**config.mk**
```make
export PLATFORM = sky130hd
export DESIGN_NAME = led_rate_ctrl
export DESIGN_NICKNAME = d
export VERILOG_FILES = /design/src/rtl/led_rate_ctrl.sv
export SDC_FILE = /design/constraint.sdc
export NUM_CORES = 1
export LEC_CHECK = 0
export CAP_MARGIN = 20
export CORE_MARGIN = 5
export CORE_UTILIZATION = 55
export DETAILED_ROUTE_END_ITERATION = 6
export HOLD_SLACK_MARGIN = 0.15
export MAX_ROUTING_LAYER = met4
export PLACE_DENSITY_LB_ADDON = 0.3
export SLEW_MARGIN = 15
export SYNTH_ARGS = -nofsm -noshare
export SYNTH_HDL_FRONTEND = slang
export SYNTH_SLANG_ARGS = --single-unit
```
**constraint.sdc**
```tcl
create_clock -name clk -period 3.95 [get_ports clk]
set_clock_uncertainty 0.2 [all_clocks]
set_input_delay 0.395 -clock clk [delete_from_list [all_inputs] [get_ports clk]]
set_output_delay 0.395 -clock clk [all_outputs]
set_load 0.02 [all_outputs]
```
**src/rtl/led_rate_ctrl.sv**
```systemverilog
// led_rate_ctrl: debounced run/pause and rate buttons drive a ticking 4-bit LED counter; define PAUSE_BLINK_EN to blink the LEDs while paused.
// Latency: a button acts 2+DEBOUNCE_CYCLES clk edges after a clean raw edge; tick is combinational from the divider state.
// Backpressure: none; the block is free-running and tick is a bare strobe with no handshake.
module led_rate_ctrl #(
    parameter int CLK_HZ          = 12000000,
    parameter int BASE_HZ         = 1,
    parameter int DEBOUNCE_CYCLES = 120000
) (
    input  logic       clk,
    input  logic       rst,
    input  logic       btn_run_n,
    input  logic       btn_rate_n,
    output logic [3:0] led,
    output logic       tick,
    output logic       running,
    output logic [1:0] rate
);
    localparam int DIV_N = CLK_HZ / BASE_HZ;
    localparam int DIV_W = $clog2(DIV_N);
    localparam int DB_W  = (DEBOUNCE_CYCLES > 1) ? $clog2(DEBOUNCE_CYCLES) : 1;

    localparam logic [DB_W-1:0]  DB_LAST = DB_W'(DEBOUNCE_CYCLES - 1);
    localparam logic [DIV_W-1:0] TC0     = DIV_W'(CLK_HZ / BASE_HZ - 1);
    localparam logic [DIV_W-1:0] TC1     = DIV_W'(CLK_HZ / (BASE_HZ * 2) - 1);
    localparam logic [DIV_W-1:0] TC2     = DIV_W'(CLK_HZ / (BASE_HZ * 4) - 1);
    localparam logic [DIV_W-1:0] TC3     = DIV_W'(CLK_HZ / (BASE_HZ * 8) - 1);

    generate
        if (CLK_HZ / (BASE_HZ * 8) < 2) begin : g_bad_cfg
            $error("led_rate_ctrl: CLK_HZ/(BASE_HZ*8) must be at least 2");
        end
    endgenerate

    typedef enum logic [1:0] {
        STOPPED = 2'd0,
        RUN     = 2'd1,
        PAUSED  = 2'd2
    } state_t;

    // Bit 0 is the run button, bit 1 the rate button.
    logic [1:0]      btn_raw;
    logic [1:0]      sync_a;
    logic [1:0]      sync_b;
    logic [1:0]      level;
    logic [DB_W-1:0] db_cnt [2];
    logic [1:0]      press;

    assign btn_raw = {btn_rate_n, btn_run_n};

    always_ff @(posedge clk) begin
        if (rst) begin
            sync_a    <= '1;
            sync_b    <= '1;
            level     <= '1;
            db_cnt[0] <= '0;
            db_cnt[1] <= '0;
        end else begin
            sync_a <= btn_raw;
            sync_b <= sync_a;
            for (int i = 0; i < 2; i++) begin
                if (sync_b[i] == level[i]) begin
                    db_cnt[i] <= '0;
                end else if (db_cnt[i] == DB_LAST) begin
                    level[i]  <= sync_b[i];
                    db_cnt[i] <= '0;
                end else begin
                    db_cnt[i] <= db_cnt[i] + 1'b1;
                end
            end
        end
    end

    // Press fires in the same edge that the debounced level falls; releases are ignored.
    always_comb begin
        press = '0;
        for (int i = 0; i < 2; i++) begin
            press[i] = level[i] & ~sync_b[i] & (db_cnt[i] == DB_LAST);
        end
    end

    state_t           state;
    state_t           state_nxt;
    logic [DIV_W-1:0] div_q;
    logic [DIV_W-1:0] div_nxt;
    logic [DIV_W-1:0] tc;
    logic [3:0]       count_q;
    logic [3:0]       count_nxt;
    logic [1:0]       rate_q;
    logic [1:0]       rate_nxt;
    logic             tick_c;

    always_comb begin
        case (rate_q)
            2'd0:    tc = TC0;
            2'd1:    tc = TC1;
            2'd2:    tc = TC2;
            default: tc = TC3;
        endcase
    end

    always_comb begin
        state_nxt = state;
        div_nxt   = div_q;
        count_nxt = count_q;
        rate_nxt  = rate_q;
        tick_c    = 1'b0;
        case (state)
            STOPPED: begin
                div_nxt = '0;
                if (press[0]) state_nxt = RUN;
            end
            RUN: begin
                if (div_q == tc) begin
                    div_nxt   = '0;
                    tick_c    = 1'b1;
                    count_nxt = count_q + 4'd1;
                end else begin
                    div_nxt = div_q + 1'b1;
                end
                if (press[0]) state_nxt = PAUSED;
            end
            PAUSED: begin
                if (press[0]) state_nxt = RUN;
            end
            default: state_nxt = STOPPED;
        endcase
        // A rate change restarts the divider; a coincident tick above keeps the old TC.
        if (press[1]) begin
            rate_nxt = rate_q + 2'd1;
            div_nxt  = '0;
        end
    end

    always_ff @(posedge clk) begin
        if (rst) begin
            state   <= STOPPED;
            div_q   <= '0;
            count_q <= '0;
            rate_q  <= '0;
        end else begin
            state   <= state_nxt;
            div_q   <= div_nxt;
            count_q <= count_nxt;
            rate_q  <= rate_nxt;
        end
    end

    assign tick    = tick_c;
    assign running = (state == RUN);
    assign rate    = rate_q;

`ifdef PAUSE_BLINK_EN
    logic             blink_phase;
    logic [DIV_W-1:0] blink_cnt;

    always_ff @(posedge clk) begin
        if (rst) begin
            blink_phase <= 1'b1;
            blink_cnt   <= '0;
        end else if (state_nxt == PAUSED && state != PAUSED) begin
            blink_phase <= 1'b1;
            blink_cnt   <= '0;
        end else if (state == PAUSED) begin
            if (blink_cnt == TC0) begin
                blink_cnt   <= '0;
                blink_phase <= ~blink_phase;
            end else begin
                blink_cnt <= blink_cnt + 1'b1;
            end
        end
    end

    assign led = (state == PAUSED && !blink_phase) ? 4'd0 : count_q;
`else
    assign led = count_q;
`endif

endmodule

```
==> results of run 1 <==
[routing by layer]
layer / vias to the layer above / GRT usage
li1: 1625 / -
met4: 0 / 0.0877
met2: 97 / 0.296
met5: - / -
met1: 1516 / 0.246
met3: 12 / 0.0319
[power groups by stage]
stage	sequential (W)	combinational [W]	clock, W
2_1_floorplan	0.000825	0.0000308	0
3_3_place_gp	0.000828	0.0000383	0
3_5_place_dp	0.000829	0.0000388	0
4_1_cts	0.000812	0.0000392	0.000575
5_1_grt	0.000814	0.0000466	0.000610
6_report	0.000812	0.0000401	0.000562
[registers in the layout, indices dropped and copies added (netlist names)]
signal / count
rate: 2
db_cnt: 34
div_q: 24
sync_b: 2
level: 2
state: 2
led: 4
sync_a: 2
[kinds of logic after synthesis]
family / count (synthesis) / share of synthesized area
compound gates: 64 / 0.111
xor+xnor: 30 / 0.0663
fa+ha+maj: 12 / 0.0379
buf+inv: 33 / 0.0366
flops: 72 / 0.450
mux: 6 / 0.0155
other cells: 1 / 0.000946
simple gates: 216 / 0.282
[cells in the mapped netlist (4+ instances only)]
library cell / count
a21oi_1: 10
xor2_1: 19
nand2_1: 50
o311ai_0: 8
nand3_1: 23
dfxtp_1: 38
clkbuf_1: 9
inv_1: 17
xnor2_1: 11
nor3_1: 9
o21ai_0: 12
edfxtp_1: 34
and3_1: 9
or3_1: 8
nand4_1: 20
mux2i_1: 5
or2_2: 6
ha_1: 12
nor2_1: 55
a31oi_1: 8
nand2b_1: 4
[final timing paths]
path	from	endpoint	slack, ns
worst max-delay path	rate[1]$_SDFFE_PP0P_	tick	0.62
worst min-delay path	sync_a[0]$_SDFF_PP1_	sync_b[0]$_SDFF_PP1_	0.20
worst max register to register	rate[1]$_SDFFE_PP0P_	div_q[19]$_SDFFE_PP0P_	0.65
worst min register to register	sync_a[0]$_SDFF_PP1_	sync_b[0]$_SDFF_PP1_	0.20
[cell usage in the layout (no fill, tap or decap), types with 3 or more instances in the layout]
cell / count
nor2_1: 55
nand2_1: 50
dfxtp_1: 38
edfxtp_1: 34
conb_1: 34
nand3_1: 23
nand4_1: 20
xor2_1: 19
inv_1: 17
o21ai_0: 12
ha_1: 12
xnor2_1: 11
clkdlybuf4s50_1: 11
a21oi_1: 10
nor3_1: 9
and3_1: 9
clkbuf_8: 9
a31oi_1: 8
or3_1: 8
o311ai_0: 8
or2_2: 6
mux2i_1: 5
nand2b_1: 4
and3b_1: 3
o21bai_1: 3
nor4_1: 3
and4_1: 3
nor2b_1: 3
and2_1: 3
or4_1: 3
a22o_1: 3
[metrics by stage]
| step | instances | power [W] | instance area, um^2 | setup WS (ns) |
|---|---|---|---|---|
| 2_1_floorplan | 467 | 0.000856 | 4090 | 0.907 |
| 5_1_grt | 581 | 0.00147 | 4460 | 0.417 |
| 3_5_place_dp | 564 | 0.000868 | 4260 | 0.677 |
| 6_report | 581 | 0.00141 | 4460 | 0.625 |
| 3_3_place_gp | 564 | 0.000867 | 4260 | 0.821 |
| 4_1_cts | 580 | 0.00143 | 4450 | 0.606 |
[layout make-up]
cell class	instances	area (um^2)
clock buffer	10	128
clock inverter	6	60.1
fill	626	2680
inverter	18	67.6
multi-input combinational	362	2160
sequential	72	1780
tap	99	124
timing repair buffer	14	136
==> out/results.ini, run 1 <==
[clocking]
cts_setup_buffers=0
cts_sinks=72
cts_root_buffer=clkbuf_8
clock_path_buffers=2
ctsResizeCount=0
clkTransAtPathRegs_ns=0.08
cts_buffers=9
hold_buffers=0
cts_max_level=3
cts_tree=done
clk_latency_ns=0.35

[power_and_ir_drop]
leakagePower_nw=1.57
switchingPower_w=0.000312
clockPowerShare=0.398
p_sw_frac=0.221
intPower_w=0.00110
combPwrFrac=0.028
seqPwrFrac=0.574
p_per_area_mw_per_mm2=317
ir_worst_vdd_uv=234

[logic_synthesis]
synthFlopType=dfxtp_1
synth_top_area_frac=0.258
avgSynthCellArea_um2=9.13
synth_area_leaders=edfxtp_1 26%, dfxtp_1 19%, nor2_1 5.2%
synth_edf_count=34
yosysWarnings=0
synthArstFlopShare=0
syn_area_mm2=0.00396
ys_seq_area_frac=0.450
synth_cells=434
ys_seq_elements=72
synth_top_area_cell=edfxtp_1
yosys.cell_types.count=62

[detailed_routing]
drt_iter0_markers=239
drtPass1Iterations=5
wl_met3_um=443
vias=3250
wirelength_met1_mm=3.54
routedWlPerCell_um=13.4
postRouteAntennaNets=0
drc=0
met2_length_mm=3.68
wl_mm=7.81
viasPerCell=5.59
top_layer=met4

[setup_path]
cp-end-kind=output port
worstSetupPathType=reg -> out
crit_cells=8
cp_num_buf_inv=2
crit_arrival_ns=2.73
path_cells=inv_1 -> ha_1 -> nor3_1 -> a31oi_1 -> o21bai_1 -> nor4_1 -> o2111a_1 -> clkdlybuf4s50_1
cp_data_required_time_ns=3.36
cp_top_family=buffers and inverters
r2r_cells=8
worst_setup_path_start_kind=flop
cpMaxStageDelayCell=clkdlybuf4s50_1
max_stage_delay_ns=0.60
worstPathMaxFanout=8

[grt]
grt_max_degree=33
track_usage=0.192
grt_pass1_vias=2978
antenna_found_initial=0
gr-total-overflow=0
grt_pass1_wl_mm=13.2

[sta]
whs_ns=0.203
setup_viol=0
grt_setup_unrepaired=no
max_clock_freq_mhz=301
hold_violations=0
finalSetupTns_ns=0
period_minus_slack_ns=3.33
tightestPinTransition_ns=0.707
maxSlewHeadroom=0.525
fin_crit_sh=0.842
slew_viol_final=0

[placed_design]
io_buffers=11
dpl.hpwl_mm=5.61
gp_congestion=0.965

[worst_hold_path]
whs_path_depth=1
hold_path.class=reg -> reg

[floorplanning]
core_mm2=0.00714
rows=31
dieArea_mm2=0.00900
fp.dieH_um=94.9
initial_core_util=0.555
die-width_um=94.9
io_pins=12

[status]
run_status=completed

[cells_and_area]
nets=493
final_core_util=0.624
drive_above_1_share=0.0643
areaGrowthSynthToFinish_pct=12.5
n_antenna_cell=0

[flow_run]
maxCapViolCount=0

Power figures use the tool's default switching activity.
==> run 2, diff against run 1 <==
- clock period: 3.95 -> 2.8 ns (I/O delays scaled with it)
==> out/results.ini, run 2 (same netlist as run 1, synthesis figures left out) <==
[status]
run_status=finished with violations
violations=setup timing

[floorplanning]
core_mm2=0.00714  ; unchanged
initial_core_util=0.555  ; unchanged
rows=31  ; unchanged
dieArea_mm2=0.00900  ; unchanged
die-width_um=94.9  ; unchanged
fp.dieH_um=94.9  ; unchanged
io_pins=12  ; unchanged

[placed_design]
place_inst=579  ; +2.7%
gp_congestion=0.843  ; -13%
dpl.hpwl_mm=5.81  ; +3.4%
placed_area_mm2=0.00439  ; +3.1%
io_buffers=11  ; unchanged

[sta]
period_minus_slack_ns=2.83
fin_crit_sh=1.01
slew_viol_final=0  ; unchanged
setup_viol=4  ; +4
setup_ws_ns=-0.0309  ; -0.656 ns
max_clock_freq_mhz=353
whs_ns=0.209  ; +0.00622 ns
hold_violations=0  ; unchanged
finalSetupTns_ns=-0.0628  ; -0.0628 ns
maxSlewHeadroom=0.617  ; +0.0922
tightestPinTransition_ns=0.575  ; -0.132 ns
grt_setup_unrepaired=yes

[power_and_ir_drop]
p_per_area_mw_per_mm2=407  ; +28%
ir_worst_vdd_uv=240  ; +2.7%
leakagePower_nw=1.68  ; +7.1%

[cells_and_area]
final_area_mm2=0.00468  ; +5.0%
drive_above_1_share=0.136  ; +0.0714
finalNonFillerCells=600  ; +3.3%
nets=512  ; +3.9%
largest_reg_flops=34  ; unchanged
n_antenna_cell=0  ; unchanged
areaGrowthSynthToFinish_pct=18.1
final_cell_mix=54 x nor2_1, 48 x nand2_1, 36 x dfxtp_1
regMostFlops=db_cnt
layout_commonest_cell=nor2_1
final_core_util=0.656  ; +0.0312

[clocking]
clock_path_buffers=2  ; unchanged
hold_buffers=0  ; unchanged
clkTransAtPathRegs_ns=0.08  ; about the same
cts_sinks=72  ; unchanged
cts_root_buffer=clkbuf_8
clk_latency_ns=0.35  ; about the same
cts_tree=done
cts_buffers=9  ; unchanged
cts_max_level=3  ; unchanged

[setup_path]
cp_data_required_time_ns=2.89  ; -0.47 ns
r2r_slack_ns=-0.03  ; -0.68 ns
cp-startpoint=rate[1]$_SDFFE_PP0P_
worst_setup_path_start_kind=flop
crit_arrival_ns=2.92  ; +0.19 ns
cp-endpoint=led[3]$_SDFFE_PP0P_
worstPathMaxFanout=6  ; -2
cp-end-kind=flop
worstSetupPathType=reg -> reg
reg2reg_from=rate[1]$_SDFFE_PP0P_
r2r_cells=8  ; unchanged
r2r_end=led[3]$_SDFFE_PP0P_

[grt]
grt_max_degree=21  ; -36%
antenna_found_initial=0  ; unchanged
gr-total-overflow=0  ; unchanged
grt_pass1_vias=3222  ; +8.2%
grt_pass1_wl_mm=14.1  ; +6.4%
track_usage=0.206  ; +0.0139

[worst_hold_path]
hold_path.class=reg -> reg

[detailed_routing]
drc=0  ; unchanged
viasPerCell=5.58  ; -0.31%
vias=3346  ; +3.0%
drtPass1Iterations=5  ; unchanged
wl_mm=8.34  ; +6.8%
postRouteAntennaNets=0  ; unchanged
routedWlPerCell_um=13.9  ; +3.4%
drt_iter0_markers=240  ; +0.42%

[flow_run]
maxCapViolCount=0  ; unchanged

[run 2: changes by cell type in the layout (fill, tap and decap cells not counted), moves of 2 or more]
| cell | change |
|---|---|
| nand2_1 | -2 |
| inv_1 | -2 |
| or4_4 | +3 |
| nand2_2 | +2 |
| dfxtp_4 | +2 |
| ha_1 | -2 |
| clkinv_2 | +2 |
| buf_6 | +2 |
| or4_1 | -2 |
| buf_4 | +15 |
| dfxtp_1 | -2 |
[run 2: power by group]
group	internal (W)	switching, W	leakage [nW]
clock network	0.000317	0.000388	0.0858
registers	0.00112	0.0000218	0.659
logic	0.0000240	0.0000329	0.932
[run 2: repair_timing]
item | in CTS | in global routing
cloned | 1 | 0
buffers inserted | 3 | 1
endpoints found under the hold margin | 0 | 0
pin swaps | 1 | 4
resized for setup | 8 | 14
endpoints found under the setup margin | 18 | 23
[run 2: metrics by stage]
stage / setup WS, ns / power, W
after global routing: -0.104 / 0.00199
final: -0.0309 / 0.00191
after global placement: 0.00285 / 0.00122
after floorplan: 0.00671 / 0.00121
after detailed placement: -0.0581 / 0.00122
after CTS: 0.00393 / 0.00192
[run 2: layout make-up]
class / instances / area [um^2]
fill: 585 / 2460
multi-input combinational: 363 / 2240
sequential: 72 / 1790
timing repair buffer: 32 / 290
clock buffer: 10 / 128
tap: 99 / 124
inverter: 18 / 70.1
clock inverter: 6 / 36.3
[run 2: worst min path at each step]
stage                               startpoint                    to  slack [ns]  cells after the start
after CTS                 sync_a[1]$_SDFF_PP1_  sync_b[1]$_SDFF_PP1_        0.21                      1
final                     sync_a[1]$_SDFF_PP1_  sync_b[1]$_SDFF_PP1_        0.21                      1
after floorplan                      btn_run_n  sync_a[0]$_SDFF_PP1_        0.18                      1
after global routing      sync_a[1]$_SDFF_PP1_  sync_b[1]$_SDFF_PP1_        0.22                      1
after detailed placement  sync_a[1]$_SDFF_PP1_  sync_b[1]$_SDFF_PP1_        0.20                      1
after global placement    sync_a[1]$_SDFF_PP1_  sync_b[1]$_SDFF_PP1_        0.19                      1
[run 2: critical path, stage by stage, from the launching register on]
cell and delay, ns:
dfxtp_4 0.37, inv_2 0.06, ha_4 0.29, and3_4 0.18, o22ai_2 0.09, or4_4 0.53
or4_4 0.49, or4_4 0.50, nand2_2 0.06
[run 2: metal layers]
layer	up-vias	share of wire	GRT usage	routed length, um
met5	-	0	-	0
met4	0	0.027	0.102	222
met3	24	0.055	0.0351	455
met2	96	0.47	0.326	3940
met1	1547	0.45	0.253	3730
li1	1679	-	-	-
==> run 3, diff against run 2 <==
- ABC_AREA: not set -> 1
==> out/results.ini, run 3 <==
[setup_path]
max_stage_delay_ns=0.36  ; -0.17 ns
path_cells=inv_1 -> ha_1 -> inv_1 -> nand2_1 -> nand2_1 -> nor2_1 -> nand2_1 -> nor2_4 -> nand3_2 -> inv_2 -> clkbuf_2
cpMaxStageDelayCell=ha_1
cp-end-kind=output port
crit_top_cell=nand2_1
cp_data_required_time_ns=2.32  ; -0.57 ns
worstPathMaxFanout=6  ; unchanged
worst_setup_path_start_kind=flop
crit_arrival_ns=2.06  ; -0.86 ns
r2r_cells=8  ; unchanged
worstSetupPathType=reg -> out

[cells_and_area]
largest_reg_flops=34  ; unchanged
nets=653  ; +28%
areaGrowthSynthToFinish_pct=11.5
layout_commonest_cell=nand2_1
fillers=707  ; +21%
final_core_util=0.627  ; -0.0284
n_antenna_cell=0  ; unchanged
final_cell_mix=158 x nand2_1, 71 x nor2_1, 67 x inv_1
drive_above_1_share=0.0981  ; -0.0376
finalNonFillerCells=744  ; +24%
regMostFlops=db_cnt

[sta]
finalSetupTns_ns=0  ; +0.0628 ns
tightestPinTransition_ns=0.528  ; -0.0464 ns
slew_viol_final=0  ; unchanged
period_minus_slack_ns=2.54  ; -0.286 ns
grt_setup_unrepaired=no
fin_crit_sh=0.909  ; -0.102
setup_viol=0  ; -4
hold_violations=0  ; unchanged
max_clock_freq_mhz=393  ; +11%
maxSlewHeadroom=0.647  ; +0.0301

[floorplanning]
fp.dieH_um=98.9  ; +4.2%
rows=32  ; +3.2%
core_mm2=0.00773  ; +8.3%
dieArea_mm2=0.00978  ; +8.6%
io_pins=12  ; unchanged
die-width_um=98.9  ; +4.2%
initial_core_util=0.562  ; +0.00711

[logic_synthesis]
synth_compound_area_frac=0.0841  ; -0.0274
yosysWarnings=0  ; unchanged
yosys.cell_types.count=39  ; -37%
synthMuxAreaShare=0  ; -0.0155
synth_top_area_cell=edfxtp_1
synth_cells=587  ; +35%
yosys.area_share.simple=0.356  ; +0.0745
ys_seq_area_frac=0.410  ; -0.0396
synth_edf_count=34  ; unchanged
yosysMostFrequentCell=nand2_1
syn_area_mm2=0.00435  ; +9.7%
synth_commonest_cells=158 x nand2_1, 71 x nor2_1, 67 x inv_1
avgSynthCellArea_um2=7.40  ; -19%
ys_seq_elements=72  ; unchanged
synth_top_area_frac=0.235  ; -0.0227
synth_area_leaders=edfxtp_1 23%, dfxtp_1 18%, nand2_1 14%
synth-xor-area-share=0.0363  ; -0.0300
synthArstFlopShare=0  ; unchanged
synthFlopType=dfxtp_1
synth_top_family_by_area=simple AND/OR/NAND/NOR gates
yosys.area_share.adder=0.0346  ; -0.00334

[placed_design]
dpl.hpwl_mm=6.75  ; +16%
gp_congestion=0.997  ; +18%
place_inst=728  ; +26%
io_buffers=11  ; unchanged

[clocking]
cts_tree=done
hold_buffers=0  ; unchanged
cts_buffers=9  ; unchanged
clk_latency_ns=0.35  ; about the same
cts_root_buffer=clkbuf_8
cts_sinks=72  ; unchanged
cts_setup_buffers=0  ; -3
clkTransAtPathRegs_ns=0.07  ; about the same
cts_max_level=3  ; unchanged
clock_path_buffers=2  ; unchanged

[detailed_routing]
vias=3783  ; +13%
drc=0  ; unchanged
drtPass1Iterations=4  ; -1
drt_iter0_markers=196  ; -18%
viasPerCell=5.08  ; -8.8%
wl_mm=8.86  ; +6.1%
postRouteAntennaNets=0  ; unchanged
routedWlPerCell_um=11.9  ; -14%

[worst_hold_path]
hold_path.class=reg -> reg
whs_path_depth=1  ; unchanged

[status]
run_status=completed

[power_and_ir_drop]
power.total_w=0.00192  ; +0.80%
p_per_area_mw_per_mm2=396  ; -2.7%
ir_worst_vdd_uv=241  ; +0.41%
leakagePower_nw=1.96  ; +17%

[flow_run]
maxCapViolCount=0  ; unchanged

[grt]
gr-total-overflow=0  ; unchanged
antenna_found_initial=0  ; unchanged
grt_max_degree=28  ; +33%
grt_pass1_wl_mm=15.5  ; +9.7%
track_usage=0.197  ; -0.00809
grt_pass1_vias=3529  ; +9.5%

==> run 3: logic make-up after synthesis <==
| logic type | Yosys count |
|---|---|
| buffers and inverters | 83 |
| adder cells (fa/ha/maj) | 12 |
| XOR/XNOR | 18 |
| flip-flops | 72 |
| AND/OR/NAND/NOR | 336 |
| other | 1 |
| AO/OA/AOI/OAI | 65 |
==> run 3: worst max-delay path: cells and delay by family (launching register included) <==
family / cells / cell delay [ns]
and+or+nand+nor: 6 / 0.62
buffers and inverters: 4 / 0.42
adders and majority gates: 1 / 0.36
DFF: 1 / 0.33
==> run 3: worst paths after layout <==
| kind | from | endpoint | slack (ns) |
|---|---|---|---|
| setup / recovery | rate[1]$_SDFFE_PP0P_ | tick | 0.26 |
| hold / removal | sync_a[1]$_SDFF_PP1_ | sync_b[1]$_SDFF_PP1_ | 0.22 |
| hold reg to reg | sync_a[1]$_SDFF_PP1_ | sync_b[1]$_SDFF_PP1_ | 0.22 |
| setup reg to reg | db_cnt[1][0]$_SDFFCE_PN0P_ | div_q[17]$_SDFFE_PP0P_ | 0.53 |
==> run 3: metrics by stage <==
| stage | hold WS [ns] | instance area [um^2] | worst slack (ns) |
|---|---|---|---|
| 4_1_cts | 0.222 | 4850 | 0.0843 |
| 6_report | 0.215 | 4850 | 0.255 |
| 5_1_grt | 0.239 | 4850 | 0.0705 |
| 3_5_place_dp | 0.203 | 4690 | 0.198 |
| 2_1_floorplan | 0.150 | 4470 | 0.587 |
| 3_3_place_gp | 0.194 | 4690 | 0.252 |
==> run 3: layout make-up <==
type,instances,area (um^2),area share
Tap cell,102,128,0.0263
Inverter,71,267,0.0550
Sequential cell,72,1780,0.368
Timing Repair Buffer,18,158,0.0325
Clock buffer,10,128,0.0263
Clock inverter,6,37.5,0.00774
Multi-Input combinational cell,465,2350,0.485
==> run 3: routing by layer <==
| metal | global-route usage | routed length [um] |
|---|---|---|
| met5 | - | 0 |
| met4 | 0.0977 | 231 |
| met3 | 0.0297 | 406 |
| met2 | 0.308 | 4110 |
| met1 | 0.250 | 4110 |
==> run 3: report_power, final <==
group,switching (W),internal (W)
logic,0.0000453,0.0000238
clock network,0.000392,0.000317
registers,0.0000195,0.00112
==> run 3: repair_timing <==
action,in CTS,in global routing
setup endpoints to repair,1,1
cloned,0,0
resized for setup,1,2
